[src/rtl/layer_generator.sv]
// -----------------------------------------------------------------------------
// layer_generator
//
// Builds the next row of the block field (occupancy map plus hazard map) and
// holds it stable until a jump consumes it. Every row keeps one non-hazard
// block exactly one column left or right of the previous row's safe block, so
// a survivable jump always exists. Hazard density rises with the number of
// rows consumed.
//
// Optional feature (macro SKYHOP_SEED_IN_EN):
//   defined   - adds input seed_in[15:0]; the LFSR loads it on every reset
//               cycle, with seed_in = 0 replaced by LFSR_SEED.
//   undefined - no seed_in port; the LFSR always loads LFSR_SEED.
//
// Ports:
//   clk            in   system clock
//   rst            in   synchronous, active-high reset
//   module_en      in   0 behaves exactly as rst
//   jump_left      in   single-cycle consume pulse
//   jump_right     in   single-cycle consume pulse
//   seed_in        in   [15:0] reset seed (only with SKYHOP_SEED_IN_EN)
//   layer_map_out  out  [0:6] staged row occupancy, bit 0 = leftmost column
//   block_type_out out  [0:6] 1 = hazard; always a subset of layer_map_out
//   row_ready      out  staged row is valid
//   row_count      out  [7:0] rows consumed, saturates at 255
//   level          out  [1:0] difficulty level 0..2
//   overrun        out  sticky; set when a jump arrives with row_ready = 0
//
// Handshake: the consumer samples layer_map_out/block_type_out in the same
// cycle it raises jump_left/jump_right while row_ready = 1. A jump while
// row_ready = 0 is dropped and flags overrun. Both jumps together count as
// a single consume.
// -----------------------------------------------------------------------------
module layer_generator #(
    parameter int          GEN_CYCLES  = 3,
    parameter int          START_COL   = 3,
    parameter int          WARMUP_ROWS = 4,
    parameter int          LEVEL_ROWS  = 8,
    parameter logic [15:0] LFSR_SEED   = 16'hACE1
) (
    input  logic       clk,
    input  logic       rst,
    input  logic       module_en,
    input  logic       jump_left,
    input  logic       jump_right,
`ifdef SKYHOP_SEED_IN_EN
    input  logic [15:0] seed_in,
`endif
    output logic [0:6] layer_map_out,
    output logic [0:6] block_type_out,
    output logic       row_ready,
    output logic [7:0] row_count,
    output logic [1:0] level,
    output logic       overrun
);

    typedef enum logic [1:0] {
        IDLE  = 2'd0,
        GEN   = 2'd1,
        READY = 2'd2
    } state_t;

    localparam logic [7:0] GEN_LAST = 8'(GEN_CYCLES - 1);
    localparam logic [7:0] LVL_LAST = 8'(LEVEL_ROWS - 1);

    state_t      state_q;
    state_t      state_d;
    logic [7:0]  gen_cnt;
    logic [15:0] lfsr_q;
    logic [15:0] lfsr_next;
    logic [15:0] reset_seed;
    logic [2:0]  path_col;
    logic [2:0]  np_q;
    logic [2:0]  np_c;
    logic [0:6]  occ_q;
    logic [0:6]  occ_c;
    logic [0:6]  hz_q;
    logic [0:6]  hz_c;
    logic [7:0]  lvl_cnt;
    logic        sync_rst;
    logic        consume;
    logic        hz_off;

    assign sync_rst  = rst | ~module_en;
    assign consume   = jump_left | jump_right;
    assign lfsr_next = {lfsr_q[14:0], lfsr_q[15] ^ lfsr_q[13] ^ lfsr_q[12] ^ lfsr_q[10]};

`ifdef SKYHOP_SEED_IN_EN
    assign reset_seed = (seed_in == 16'h0000) ? LFSR_SEED : seed_in;
`else
    assign reset_seed = LFSR_SEED;
`endif

    // Next safe column: one step from the previous one, reflected at the edges.
    always_comb begin
        if (path_col == 3'd0) begin
            np_c = 3'd1;
        end else if (path_col == 3'd6) begin
            np_c = 3'd5;
        end else if (lfsr_q[0]) begin
            np_c = path_col + 3'd1;
        end else begin
            np_c = path_col - 3'd1;
        end
    end

    // Column c draws its random bits from lfsr[c] (occupancy / rawB) and
    // lfsr[7+c] (rawA). The safe column is always occupied and never a hazard.
    assign hz_off = (level == 2'd0) || (int'(row_count) < WARMUP_ROWS);

    always_comb begin
        occ_c = '0;
        hz_c  = '0;
        for (int c = 0; c < 7; c++) begin
            occ_c[c] = lfsr_q[c] | (np_q == 3'(c));
            if (!hz_off) begin
                if (level == 2'd1) begin
                    hz_c[c] = occ_q[c] & (np_q != 3'(c)) & lfsr_q[7 + c] & lfsr_q[c];
                end else begin
                    hz_c[c] = occ_q[c] & (np_q != 3'(c)) & lfsr_q[7 + c];
                end
            end
        end
    end

    // Next-state logic.
    always_comb begin
        state_d = state_q;
        case (state_q)
            IDLE:    state_d = GEN;
            GEN:     if (gen_cnt == GEN_LAST) state_d = READY;
            READY:   if (consume) state_d = GEN;
            default: state_d = IDLE;
        endcase
    end

    always_ff @(posedge clk) begin
        if (sync_rst) begin
            state_q        <= IDLE;
            gen_cnt        <= '0;
            lfsr_q         <= reset_seed;
            path_col       <= 3'(START_COL);
            np_q           <= '0;
            occ_q          <= '0;
            hz_q           <= '0;
            lvl_cnt        <= '0;
            layer_map_out  <= '0;
            block_type_out <= '0;
            row_ready      <= 1'b0;
            row_count      <= '0;
            level          <= '0;
            overrun        <= 1'b0;
        end else begin
            lfsr_q  <= lfsr_next;
            state_q <= state_d;

            case (state_q)
                IDLE: begin
                    gen_cnt <= '0;
                end
                GEN: begin
                    gen_cnt <= gen_cnt + 8'd1;
                    if (gen_cnt == 8'd0) np_q  <= np_c;
                    if (gen_cnt == 8'd1) occ_q <= occ_c;
                    if (gen_cnt == 8'd2) hz_q  <= hz_c;
                    if (gen_cnt == GEN_LAST) begin
                        layer_map_out <= occ_q;
                        // With the minimum GEN length the hazard cycle is also
                        // the exit cycle, so take the hazards straight through.
                        block_type_out <= (gen_cnt == 8'd2) ? hz_c : hz_q;
                        path_col       <= np_q;
                        row_ready      <= 1'b1;
                    end
                end
                READY: begin
                    if (consume) begin
                        gen_cnt   <= '0;
                        row_ready <= 1'b0;
                        if (row_count != 8'hFF) begin
                            row_count <= row_count + 8'd1;
                            if (lvl_cnt == LVL_LAST) begin
                                lvl_cnt <= '0;
                                if (level < 2'd2) level <= level + 2'd1;
                            end else begin
                                lvl_cnt <= lvl_cnt + 8'd1;
                            end
                        end
                    end
                end
                default: begin
                    gen_cnt <= '0;
                end
            endcase

            if (consume && (state_q != READY)) overrun <= 1'b1;
        end
    end

endmodule

[config.mk]
export PLATFORM = sky130hd
export DESIGN_NAME = layer_generator
export DESIGN_NICKNAME = d
export VERILOG_FILES = /design/src/rtl/layer_generator.sv
export SDC_FILE = /design/constraint.sdc
export NUM_CORES = 1
export LEC_CHECK = 0
export BUFFER_PORTS_ARGS = -buffer_cell sky130_fd_sc_hd__buf_2
export CORE_ASPECT_RATIO = 1.2
export CORE_MARGIN = 4
export CORE_UTILIZATION = 30
export CTS_CLUSTER_DIAMETER = 30
export DETAILED_ROUTE_END_ITERATION = 8
export SLEW_MARGIN = 20
export SYNTH_ARGS = -nofsm -noshare
export SYNTH_HDL_FRONTEND = slang
export SYNTH_SLANG_ARGS = --single-unit
[constraint.sdc]
create_clock -name clk -period 2.2 [get_ports clk]
set_input_delay 0.44 -clock clk [delete_from_list [all_inputs] [get_ports clk]]
set_output_delay 0.44 -clock clk [all_outputs]
set_load 0.01 [all_outputs]
== Word level (Yosys, flattened, before mapping) ==
Index checks and enable logic that the tools add are counted.
Storage, ports and cells
  bits in registers: 73
  bits of input ports: 5
  output and inout bits: 26
  word-level logic and storage cells: 120
Cells by class
  add/subtract/negate cells: 6
  order comparisons: 2
  eq/ne operators: 23
  multiplexer cells: 26
  bitwise logic cells: 34
  reductions and logical operators: 16
Operator list (number)
  $add 8x1->8 const B: 3
  $and 1x1->1: 21
  $mux 1: 16
  $mux 8: 2
  $pmux 8 s2: 1
  $eq 3x3->1 const B: 4
  $mux 3: 3
  $ne 3x3->1 const B: 3
  $or 1x1->1: 9
  $eq 8x1->1 const B: 1
  $eq 8x2->1 const B: 1
  $eq 8x3->1 const B: 1
  $logic_not 8->1: 1
  $lt 8x3->1 const B: 1
  $ne 8x8->1 const B: 1
  $reduce_and 2->1: 4
  $eq 3x2->1 const B: 2
  $logic_not 3->1: 2
  $ne 2x2->1 const B: 3
  $ne 3x2->1 const B: 2
  $pmux 2 s3: 1
  $reduce_and 3->1: 2
  $reduce_and 5->1: 1
  $eq 2x1->1 const B: 2
  16 further kinds: 20

== Longest topological paths before layout ==
Gate-level depths: netlist of run 1.
  depth after elaboration: 6
  mapped depth: 7

== Worst setup path before layout of run 1 ==
Ideal clock, no wire load.
  path type: register to register
  start: reg row_count[0]
  end: reg lvl_cnt[3]
  library setup time: 0.070 ns
  arrival time: 1.597 ns
  data required time: 2.130 ns
  slack: 0.532 ns
  cell stages (with the launch flop): 6
  path buffers: 0
  path through: dfxtp_1 > ha_1 > nand3_1 > o211ai_2 > or4_2 > a21oi_1
On the way
  word-level cells in the longest chain between the ends: 2
Ends and longest elaborated chain
  start, declared: line 52  | output logic [7:0] row_count,
  start signal, assigned: line 180  | row_count <= row_count + 8'd1;
  $ne 8x8->1: line 179  | if (row_count != 8'hFF) begin
  $reduce_and 3->1 (no line)
  end signal, assigned: line 185  | lvl_cnt <= lvl_cnt + 8'd1;
  end, declared: line 79  | logic [7:0] lvl_cnt;
No other way between the ends.
A chain may end at the register's enable or synchronous reset.

== Worst setup path in the final report of run 1 ==
Ends and elaborated chain as after synthesis.

==> results.json, run 1 <==
{
  "leakage_nw": 1.37,
  "worst-endpoint-arrival_ns": 2.15,
  "floorplan.io_pins": 31,
  "design_power_total_mw": 2.78,
  "place.detailed.hpwl_um": 5000,
  "first_global_vias": 2606,
  "cts-buffers-inserted": 9,
  "post-route-cell-area_mm2": 0.00370,
  "final_core_util_pct": 36.6,
  "cell_area_reported_after_detailed_placement_mm2": 0.00342,
  "synth_largest_area_cell": "sky130_fd_sc_hd__dfxtp_1",
  "starting_density_of_the_core_pct": 31.1,
  "total_switching_power_mw": 0.648,
  "critPathLaunchType": "register",
  "path_max_fanout": 13,
  "cp_data_required_time_ns": 2.47,
  "synth_top_area_share_pct": 46.5,
  "design.final.nets": 396,
  "multi_input_area_mm2": 0.00157,
  "power_report.internal_total_mw": 2.14,
  "final.setup.worst_slack_ns": 0.312,
  "die_h_um": 120,
  "via_count": 2635,
  "detail_route.iter0.violations": 117,
  "core-area_mm2": 0.0101,
  "worstSetupEndpointType": "register",
  "maxCapViolations": 0,
  "die-area_mm2": 0.0122,
  "finalSetupViolations": 0,
  "worst_setup_hold_path_clk_slew_ns": 0.06,
  "cts_sinks": 73,
  "switching_share_pct": 23.3,
  "fin_tns_setup_ns": 0,
  "final-max-slew-violation-count": 0,
  "min_period_over_period_pct": 85.8,
  "ff_latch_area_mm2": 0.00146,
  "yosys_most_used_dff": "sky130_fd_sc_hd__dfxtp_1",
  "area_growth_from_synthesis_to_layout_pct": 17.5,
  "powerDensity_mw_per_mm2": 753,
  "clkLatencyLatePin_ns": 0.34,
  "max_freq_mhz": 530,
  "synth_area_leaders": "sky130_fd_sc_hd__dfxtp_1 (46%), sky130_fd_sc_hd__a21oi_1 (5.4%), sky130_fd_sc_hd__nand2_1 (4.3%)",
  "power.clock.fraction_pct": 48.2,
  "fillers": 1076,
  "grt_first_pass_wirelength_um": 12300,
  "worst_ir_drop_vdd_mv": 0.427,
  "layout-drive-gt1-share_pct": 17.6,
  "synthesized_net_count": 367,
  "timing.slew.headroom_pct": 64.4,
  "route.detailed.wl_per_inst_um": 13.7,
  "synth_sequential_area_ratio_pct": 46.5,
  "cts_buffer_depth": 2,
  "place.gp.congestion": 0.806,
  "detailedRoute.firstPassIterationCount": 4,
  "h-tree-depth": 3,
  "postCtsSetupBuffers": 0,
  "synth.yosys.warnings": 0,
  "rsz0062_at_grt": "no",
  "syn_avg_cell_area_um2": 8.91,
  "synth.ff_latch_count": 73,
  "setup_skew_ns": 0.00886,
  "worst-slew-pin-transition_ns": 0.533,
  "antenna_violating_nets_post_route": 0,
  "synth_enable_flop_cells": 0,
  "detail_route.wirelength_um": 7020,
  "share_of_flip_flops_with_an_asynchronous_set_or_reset_after_synthesis_pct": 0,
  "antenna_found_initial": 0,
  "category_of_the_critical_setup_timing_path": "register to register",
  "antenna_cells_inserted": 0,
  "pre_cts_slack_ns": 0.324,
  "min-delay-path-class": "register to register",
  "r2r_setup_slack_ns": 0.31,
  "grt_remaining_overflow": 0,
  "clk_root_buffer_cell": "sky130_fd_sc_hd__clkbuf_16",
  "maximum_number_of_pins_on_one_net_before_global_route_repair": 31,
  "avgViaCountPerCell": 5.14,
  "drc": 0,
  "postCtsHoldBufs": 0,
  "netlist_instances": 353,
  "grt_use_total_pct": 12.6,
  "placement.io_buffers": 30,
  "synth.distinct_cells": 50,
  "synth.cell_area_mm2": 0.00315,
  "floorplan.rows": 40,
  "tritoncts_clock_tree": "yes",
  "seqPwrFrac_pct": 48.6,
  "outcome": "completed",
  "fin_crit_ns": 1.89,
  "fp.dieW_um": 101,
  "timing_hold_violations_final": 0,
  "ctsResizeCount": 0,
  "comb_power_share_pct": 3.2
}
==> registers in the layout (all words and copies together), names as in the netlist <==
name	flops
lfsr_q	16
gen_cnt	8
lvl_cnt	8
row_count	8
block_type_out	7
layer_map_out	7
occ_q	7
np_q	3
path_col	3
level	2
state_q	2
overrun	1
row_ready	1
==> per-layer routing <==
layer | vias to the layer above | GRT usage, % | part of all wire (%)
met1 | 1258 | 15.5 | 46
met2 | 41 | 20.5 | 48
met3 | 10 | 2.65 | 4.0
li1 | 1326 | - | -
met4 | 0 | 6.15 | 1.8
met5 | - | 0 | 0
==> power by group through the flow <==
stage	logic [mW]	clock network (mW)	registers [mW]
detailed placement	0.0893	0	1.38
global route	0.101	1.42	1.36
finish	0.0880	1.34	1.35
CTS	0.0903	1.37	1.35
global placement	0.0886	0	1.38
floorplan	0.0672	0	1.38
==> cells in the mapped netlist (2+ instances only) <==
library cell / number
sky130_fd_sc_hd__nor2_1: 35
sky130_fd_sc_hd__xnor2_1: 2
sky130_fd_sc_hd__nand2_1: 36
sky130_fd_sc_hd__nor4_4: 2
sky130_fd_sc_hd__a22o_1: 7
sky130_fd_sc_hd__o31ai_1: 4
sky130_fd_sc_hd__or3_1: 5
sky130_fd_sc_hd__nand3_1: 12
sky130_fd_sc_hd__a311oi_1: 2
sky130_fd_sc_hd__nor2b_1: 3
sky130_fd_sc_hd__or4_1: 6
sky130_fd_sc_hd__and2_1: 7
sky130_fd_sc_hd__a31oi_1: 6
sky130_fd_sc_hd__nand2b_1: 10
sky130_fd_sc_hd__and3_1: 3
sky130_fd_sc_hd__buf_2: 4
sky130_fd_sc_hd__clkbuf_1: 12
sky130_fd_sc_hd__a21oi_1: 34
sky130_fd_sc_hd__inv_1: 9
sky130_fd_sc_hd__xor2_1: 4
sky130_fd_sc_hd__dfxtp_1: 73
sky130_fd_sc_hd__ha_1: 8
sky130_fd_sc_hd__a211oi_1: 10
sky130_fd_sc_hd__o21ai_0: 13
sky130_fd_sc_hd__o211ai_1: 8
sky130_fd_sc_hd__buf_4: 2
sky130_fd_sc_hd__a31o_2: 3
sky130_fd_sc_hd__and4_1: 4
sky130_fd_sc_hd__nor3_1: 8
==> area by class of cell <==
| cell class | instances | share of cell area [%] |
|---|---|---|
| Sequential cell | 73 | 39.5 |
| Clock inverter | 6 | 1.15 |
| Clock buffer | 10 | 6.20 |
| Tap cell | 126 | 4.27 |
| Inverter | 9 | 0.914 |
| Timing Repair Buffer | 37 | 5.48 |
| Multi-Input combinational cell | 252 | 42.5 |
==> path summary, 6_finish.rpt <==
| kind | from | end | cells past startpoint |
|---|---|---|---|
| setup / recovery | row_count[0] | lvl_cnt[3] | 5 |
| hold / removal | lfsr_q[14] | lfsr_q[15] | 1 |
| setup reg to reg | row_count[0] | lvl_cnt[3] | 5 |
| hold reg to reg | lfsr_q[14] | lfsr_q[15] | 1 |
==> layout by cell type, fill, tap and decap left out, types with 4 or more instances in the layout <==
cell type,n
sky130_fd_sc_hd__nor3_1,8
sky130_fd_sc_hd__nand2b_1,9
sky130_fd_sc_hd__buf_2,30
sky130_fd_sc_hd__buf_4,7
sky130_fd_sc_hd__a31oi_1,6
sky130_fd_sc_hd__dfxtp_1,73
sky130_fd_sc_hd__a211oi_1,10
sky130_fd_sc_hd__clkbuf_16,9
sky130_fd_sc_hd__or3_1,5
sky130_fd_sc_hd__a22o_1,7
sky130_fd_sc_hd__o31ai_1,4
sky130_fd_sc_hd__inv_1,9
sky130_fd_sc_hd__nand2_1,36
sky130_fd_sc_hd__ha_1,8
sky130_fd_sc_hd__a21oi_1,34
sky130_fd_sc_hd__o21ai_0,13
sky130_fd_sc_hd__or4_1,6
sky130_fd_sc_hd__nor2_1,35
sky130_fd_sc_hd__xor2_1,4
sky130_fd_sc_hd__o211ai_1,8
sky130_fd_sc_hd__nand3_1,12
sky130_fd_sc_hd__and2_1,7
sky130_fd_sc_hd__and4_1,4
==> kinds of logic after synthesis <==
family | Yosys count | share of synthesized area (%)
fa+ha+maj | 9 | 3.82
simple gates | 141 | 23.9
compound gates | 95 | 20.0
flops | 73 | 46.5
mux | 1 | 0.358
buf+inv | 28 | 3.74
xor+xnor | 6 | 1.67
==> worst max-delay path, stage by stage, from the launching register on <==
cell and delay [ns]:
sky130_fd_sc_hd__dfxtp_1 0.34, sky130_fd_sc_hd__ha_1 0.27, sky130_fd_sc_hd__nand3_1 0.14, sky130_fd_sc_hd__o211ai_2 0.24
sky130_fd_sc_hd__or4_2 0.71, sky130_fd_sc_hd__a21oi_1 0.13
==> stage by stage <==
step                      std cells  hold WS (ns)
final                           513         0.405
after global placement          497         0.396
after CTS                       513         0.409
after global routing            513         0.437
after floorplan                 353         0.386
after detailed placement        497         0.395
Note: power is estimated with default switching activity, not from simulation.
==> run 2: changes to the inputs <==
--- a/config.mk
+++ b/config.mk
@@ -5,12 +5,14 @@
 export SDC_FILE = /design/constraint.sdc
 export NUM_CORES = 1
 export LEC_CHECK = 0
-export BUFFER_PORTS_ARGS = -buffer_cell sky130_fd_sc_hd__buf_2
+export CAP_MARGIN = 20
 export CORE_ASPECT_RATIO = 1.2
 export CORE_MARGIN = 4
 export CORE_UTILIZATION = 30
 export CTS_CLUSTER_DIAMETER = 30
 export DETAILED_ROUTE_END_ITERATION = 8
+export DONT_BUFFER_PORTS = 1
+export SKIP_LAST_GASP = 1
 export SLEW_MARGIN = 20
 export SYNTH_ARGS = -nofsm -noshare
 export SYNTH_HDL_FRONTEND = slang
==> results.json, run 2 (synthesis results as in run 1) <==
{
  "layout.cells.most_common": "sky130_fd_sc_hd__dfxtp_1",
  "grt_use_total_pct": 12.4,
  "category_of_the_critical_setup_timing_path": "register to register",
  "outcome": "completed",
  "worst-endpoint-arrival_ns": 2.04,
  "via_count": 2539,
  "clkLatencyLatePin_ns": 0.33,
  "starting_density_of_the_core_pct": 31.1,
  "drc": 0,
  "design.final.nets": 366,
  "post-route-cell-area_mm2": 0.00358,
  "cell_area_reported_after_detailed_placement_mm2": 0.00327,
  "worst-slew-pin-transition_ns": 0.493,
  "postCtsHoldBufs": 0,
  "critPathLaunchType": "register",
  "avgViaCountPerCell": 5.28,
  "worst_setup_hold_path_clk_slew_ns": 0.06,
  "worstSetupEndpointType": "register",
  "switching_share_pct": 20.4,
  "highest_routed_layer": "met4",
  "die-area_mm2": 0.0122,
  "floorplan.io_pins": 31,
  "mostFrequentLayoutCells": "sky130_fd_sc_hd__dfxtp_1 (73), sky130_fd_sc_hd__nand2_1 (36), sky130_fd_sc_hd__nor2_1 (35)",
  "cts_sinks": 73,
  "pre_cts_slack_ns": 0.430,
  "placement.io_buffers": 0,
  "core-area_mm2": 0.0101,
  "largest_register_ffs": 16,
  "die_h_um": 120,
  "antenna_found_initial": 0,
  "floorplan.rows": 40,
  "ctsResizeCount": 0,
  "leakage_nw": 1.23,
  "path_max_fanout": 20,
  "setup_skew_ns": 0.00604,
  "detailedRoute.firstPassIterationCount": 4,
  "timing_hold_violations_final": 0,
  "h-tree-depth": 3,
  "maximum_number_of_pins_on_one_net_before_global_route_repair": 30,
  "maxCapViolations": 0,
  "grt_remaining_overflow": 0,
  "fp.dieW_um": 101,
  "power_report.internal_total_mw": 2.33,
  "powerDensity_mw_per_mm2": 817,
  "postCtsSetupBuffers": 0,
  "worst_ir_drop_vdd_mv": 0.413,
  "cp_data_required_time_ns": 2.46,
  "final.setup.worst_slack_ns": 0.420,
  "whs_ns": 0.364,
  "seqPwrFrac_pct": 46.4,
  "fin_tns_setup_ns": 0,
  "antenna_violating_nets_post_route": 0,
  "min-delay-path-class": "primary input to register",
  "route.detailed.wl_per_inst_um": 14.6,
  "place.gp.congestion": 0.796,
  "rsz0062_at_grt": "no",
  "multi_input_area_mm2": 0.00157,
  "antenna_cells_inserted": 0,
  "wl_met2_um": 3380,
  "place.detailed.hpwl_um": 4980,
  "comb_power_share_pct": 2.9,
  "power.clock.fraction_pct": 50.7,
  "finalSetupViolations": 0,
  "total_switching_power_mw": 0.597,
  "grt_first_pass_wirelength_um": 12100,
  "fin_crit_ns": 1.78,
  "wl_met3_um": 420,
  "final-max-slew-violation-count": 0,
  "cts_buffer_depth": 2,
  "wl_met1_um": 3080,
  "max_freq_mhz": 562,
  "timing.slew.headroom_pct": 67.0,
  "cts-buffers-inserted": 9,
  "tritoncts_clock_tree": "yes",
  "area_growth_from_synthesis_to_layout_pct": 13.8,
  "min_period_over_period_pct": 80.9,
  "detail_route.iter0.violations": 91,
  "clk_root_buffer_cell": "sky130_fd_sc_hd__clkbuf_16",
  "layout-drive-gt1-share_pct": 10.4,
  "ff_latch_area_mm2": 0.00146,
  "detail_route.wirelength_um": 7040,
  "fillers": 1071,
  "first_global_vias": 2487,
  "top_register": "lfsr_q"
}
-- run 2: power by group through the flow --
| stage | clock, mW | combinational [mW] | sequential (mW) |
|---|---|---|---|
| floorplan | 0 | 0.0672 | 1.38 |
| global placement | 0 | 0.0823 | 1.38 |
| detailed placement | 0 | 0.0837 | 1.38 |
| CTS | 1.52 | 0.0850 | 1.36 |
| global route | 1.57 | 0.0948 | 1.36 |
| finish | 1.48 | 0.0836 | 1.36 |
-- run 2: critical path, cell delays in order, from the launching register on --
cell and delay [ns]:
sky130_fd_sc_hd__dfxtp_1 0.37, sky130_fd_sc_hd__ha_1 0.28, sky130_fd_sc_hd__nand3_1 0.13, sky130_fd_sc_hd__o211ai_2 0.14, sky130_fd_sc_hd__buf_4 0.24, sky130_fd_sc_hd__or4_1 0.46
sky130_fd_sc_hd__o21ai_0 0.08
-- run 2: stage by stage --
stage                     utilization, %  power [mW]  std cells
after detailed placement            32.4        1.47        467
after CTS                           35.4        2.96        481
after global placement              32.4        1.47        467
after global routing                35.4        3.02        481
after floorplan                        -        1.44        353
final                               35.4        2.92        481
-- run 2: path summary, 6_finish.rpt --
path,cells past startpoint,slack [ns],startpoint,end
max,6,0.42,row_count[0],lvl_cnt[6]
min,2,0.36,module_en,level[1]
max reg2reg,6,0.42,row_count[0],lvl_cnt[6]
min reg2reg,1,0.41,lfsr_q[14],lfsr_q[15]
-- run 2: area by class of cell --
cell class / count / area share, %
Tap cell: 126 / 4.41
Sequential cell: 73 / 40.8
Multi-Input combinational cell: 252 / 43.8
Timing Repair Buffer: 7 / 1.47
Clock buffer: 12 / 7.45
Clock inverter: 2 / 1.05
Inverter: 9 / 0.944
-- run 2: routing by layer --
layer | GRT usage [%] | up-vias
met3 | 3.87 | 12
met4 | 6.07 | 0
met2 | 20.4 | 55
li1 | - | 1267
met1 | 14.5 | 1205
met5 | 0 | -
==> run 3: changes to the inputs <==
==> constraint.sdc (replaced) <==
create_clock -name clk -period 1.6 [get_ports clk]
set_input_delay 0.32 -clock clk [delete_from_list [all_inputs] [get_ports clk]]
set_output_delay 0.32 -clock clk [all_outputs]
set_load 0.01 [all_outputs]
==> results.json, run 3 (synthesis results as in run 1) <==
{
  "layoutNonFillerInstCount": 523,
  "first_global_vias": 2668,
  "detail_route.iter0.violations": 99,
  "clk_root_buffer_cell": "sky130_fd_sc_hd__clkbuf_16",
  "crit_path_top_delay_cell": "sky130_fd_sc_hd__or4_4",
  "mostFrequentLayoutCells": "sky130_fd_sc_hd__dfxtp_1 (71), sky130_fd_sc_hd__buf_4 (44), sky130_fd_sc_hd__nand2_1 (36)",
  "fillers": 1032,
  "die_h_um": 120,
  "critPathLaunchType": "register",
  "die-area_mm2": 0.0122,
  "whs_ns": 0.258,
  "detailedRoute.firstPassIterationCount": 6,
  "floorplan.rows": 40,
  "cp_data_required_time_ns": 1.82,
  "timing.slew.headroom_pct": 70.0,
  "powerDensity_mw_per_mm2": 990,
  "final.setup.worst_slack_ns": -0.0698,
  "h-tree-depth": 3,
  "core-area_mm2": 0.0101,
  "cts-buffers-inserted": 9,
  "tritoncts_clock_tree": "yes",
  "top_register": "lfsr_q",
  "timing_hold_violations_final": 0,
  "worst_setup_hold_path_clk_slew_ns": 0.06,
  "fin_crit_ns": 1.67,
  "clkLatencyLatePin_ns": 0.33,
  "cts_buffer_depth": 2,
  "placement.io_buffers": 0,
  "layout.cells.most_common": "sky130_fd_sc_hd__dfxtp_1",
  "route.detailed.wl_per_inst_um": 14.4,
  "maximum_number_of_pins_on_one_net_before_global_route_repair": 27,
  "grt_first_pass_wirelength_um": 12600,
  "worstSetupEndpointType": "register",
  "grt_use_total_pct": 13.0,
  "detail_route.wirelength_um": 7540,
  "worst-endpoint-arrival_ns": 1.88,
  "violations_in_the_final_reports": "setup timing",
  "starting_density_of_the_core_pct": 31.1,
  "maxCapViolations": 0,
  "placed_cells": 505,
  "worst_ir_drop_vdd_mv": 0.449,
  "cts_sinks": 73,
  "crit_chain": "or4_4, or3_4, o311ai_4, o41ai_2",
  "antenna_cells_inserted": 0,
  "category_of_the_critical_setup_timing_path": "register to register",
  "via_count": 2667,
  "place.detailed.hpwl_um": 5570,
  "rsz0062_at_grt": "yes",
  "delay_contributed_by_the_slowest_stage_of_the_critical_path_ns": 0.53,
  "min_period_over_period_pct": 104,
  "fp.dieW_um": 101,
  "avgViaCountPerCell": 5.10,
  "drc": 0,
  "setup_skew_ns": 0.00622,
  "layout-drive-gt1-share_pct": 21.9,
  "worst-slew-pin-transition_ns": 0.446,
  "antenna_found_initial": 0,
  "place.gp.congestion": 0.777,
  "min-delay-path-class": "primary input to register",
  "outcome": "complete, but fails checks",
  "fin_tns_setup_ns": -0.0736,
  "grt_remaining_overflow": 0,
  "leakage_nw": 1.41,
  "area_growth_from_synthesis_to_layout_pct": 24.2,
  "max_freq_mhz": 599,
  "design.final.nets": 406,
  "antenna_violating_nets_post_route": 0,
  "finalSetupViolations": 3,
  "floorplan.io_pins": 31,
  "final-max-slew-violation-count": 0,
  "largest_register_ffs": 16,
  "path_max_fanout": 3
}
## run 3: cell count changes in the layout (fill, tap and decap cells not counted), moves of 2 or more
| cell | delta |
|---|---|
| sky130_fd_sc_hd__dfxtp_2 | +2 |
| sky130_fd_sc_hd__nor3_1 | -2 |
| sky130_fd_sc_hd__clkinvlp_4 | +2 |
| sky130_fd_sc_hd__buf_4 | +37 |
| sky130_fd_sc_hd__dfxtp_1 | -2 |
| sky130_fd_sc_hd__nor3_2 | +2 |
| sky130_fd_sc_hd__clkbuf_8 | -3 |
| sky130_fd_sc_hd__clkinv_4 | +4 |
## run 3: routing by layer
metal  wire length [um]  GRT usage, %
met1               3380          15.5
met2               3670          21.4
met3                359          3.58
met4                129          6.23
met5                  0             0
## run 3: path summary, 6_finish.rpt
| kind | from | endpoint | slack, ns | depth (start not counted) |
|---|---|---|---|---|
| min reg2reg | lfsr_q[14] | lfsr_q[15] | 0.42 | 1 |
| max | lvl_cnt[3] | level[0] | -0.07 | 4 |
| min | jump_left | state_q[1] | 0.26 | 3 |
| max reg2reg | lvl_cnt[3] | level[0] | -0.07 | 4 |
## run 3: what timing repair did
| action | 4_1_cts | 5_1_grt |
|---|---|---|
| endpoints found under the setup margin | 4 | 22 |
| pin swaps | 1 | 2 |
| hold buffers | 0 | 0 |
| cloned | 0 | 1 |
| gates resized for setup | 2 | 7 |
| setup buffers | 0 | 1 |
## run 3: cell type report
class	instances	area, um2	area share, %
repair buffers	47	367	9.39
multi-input cells	252	1600	41.0
inverters	9	33.8	0.865
clock inverters	7	57.6	1.47
clock buffers	9	225	5.77
well taps	126	158	4.04
flip-flops and latches	73	1460	37.5
## run 3: critical path: cells and delay by family (launching register included)
family	cells	cell delay, ns
simple gates	2	0.90
flops	1	0.32
compound gates	2	0.34
## run 3: report_power, final
part / internal (mW) / switching (mW) / leakage [nW]
Combinational: 0.0559 / 0.0836 / 0.695
Sequential: 1.84 / 0.0174 / 0.592
Clock: 1.06 / 0.809 / 0.128
## run 3: per-stage QoR
| stage | util (%) | setup WS, ns | cell area [um2] | power, mW |
|---|---|---|---|---|
| finish | 38.6 | -0.0698 | 3910 | 3.87 |
| global route | 38.6 | -0.117 | 3910 | 4.00 |
| CTS | 38.3 | -0.0729 | 3870 | 3.91 |
| detailed placement | 35.4 | -0.0698 | 3580 | 2.04 |
| global placement | 35.4 | -0.0508 | 3580 | 2.03 |
| floorplan | - | -0.0487 | 3150 | 1.99 |
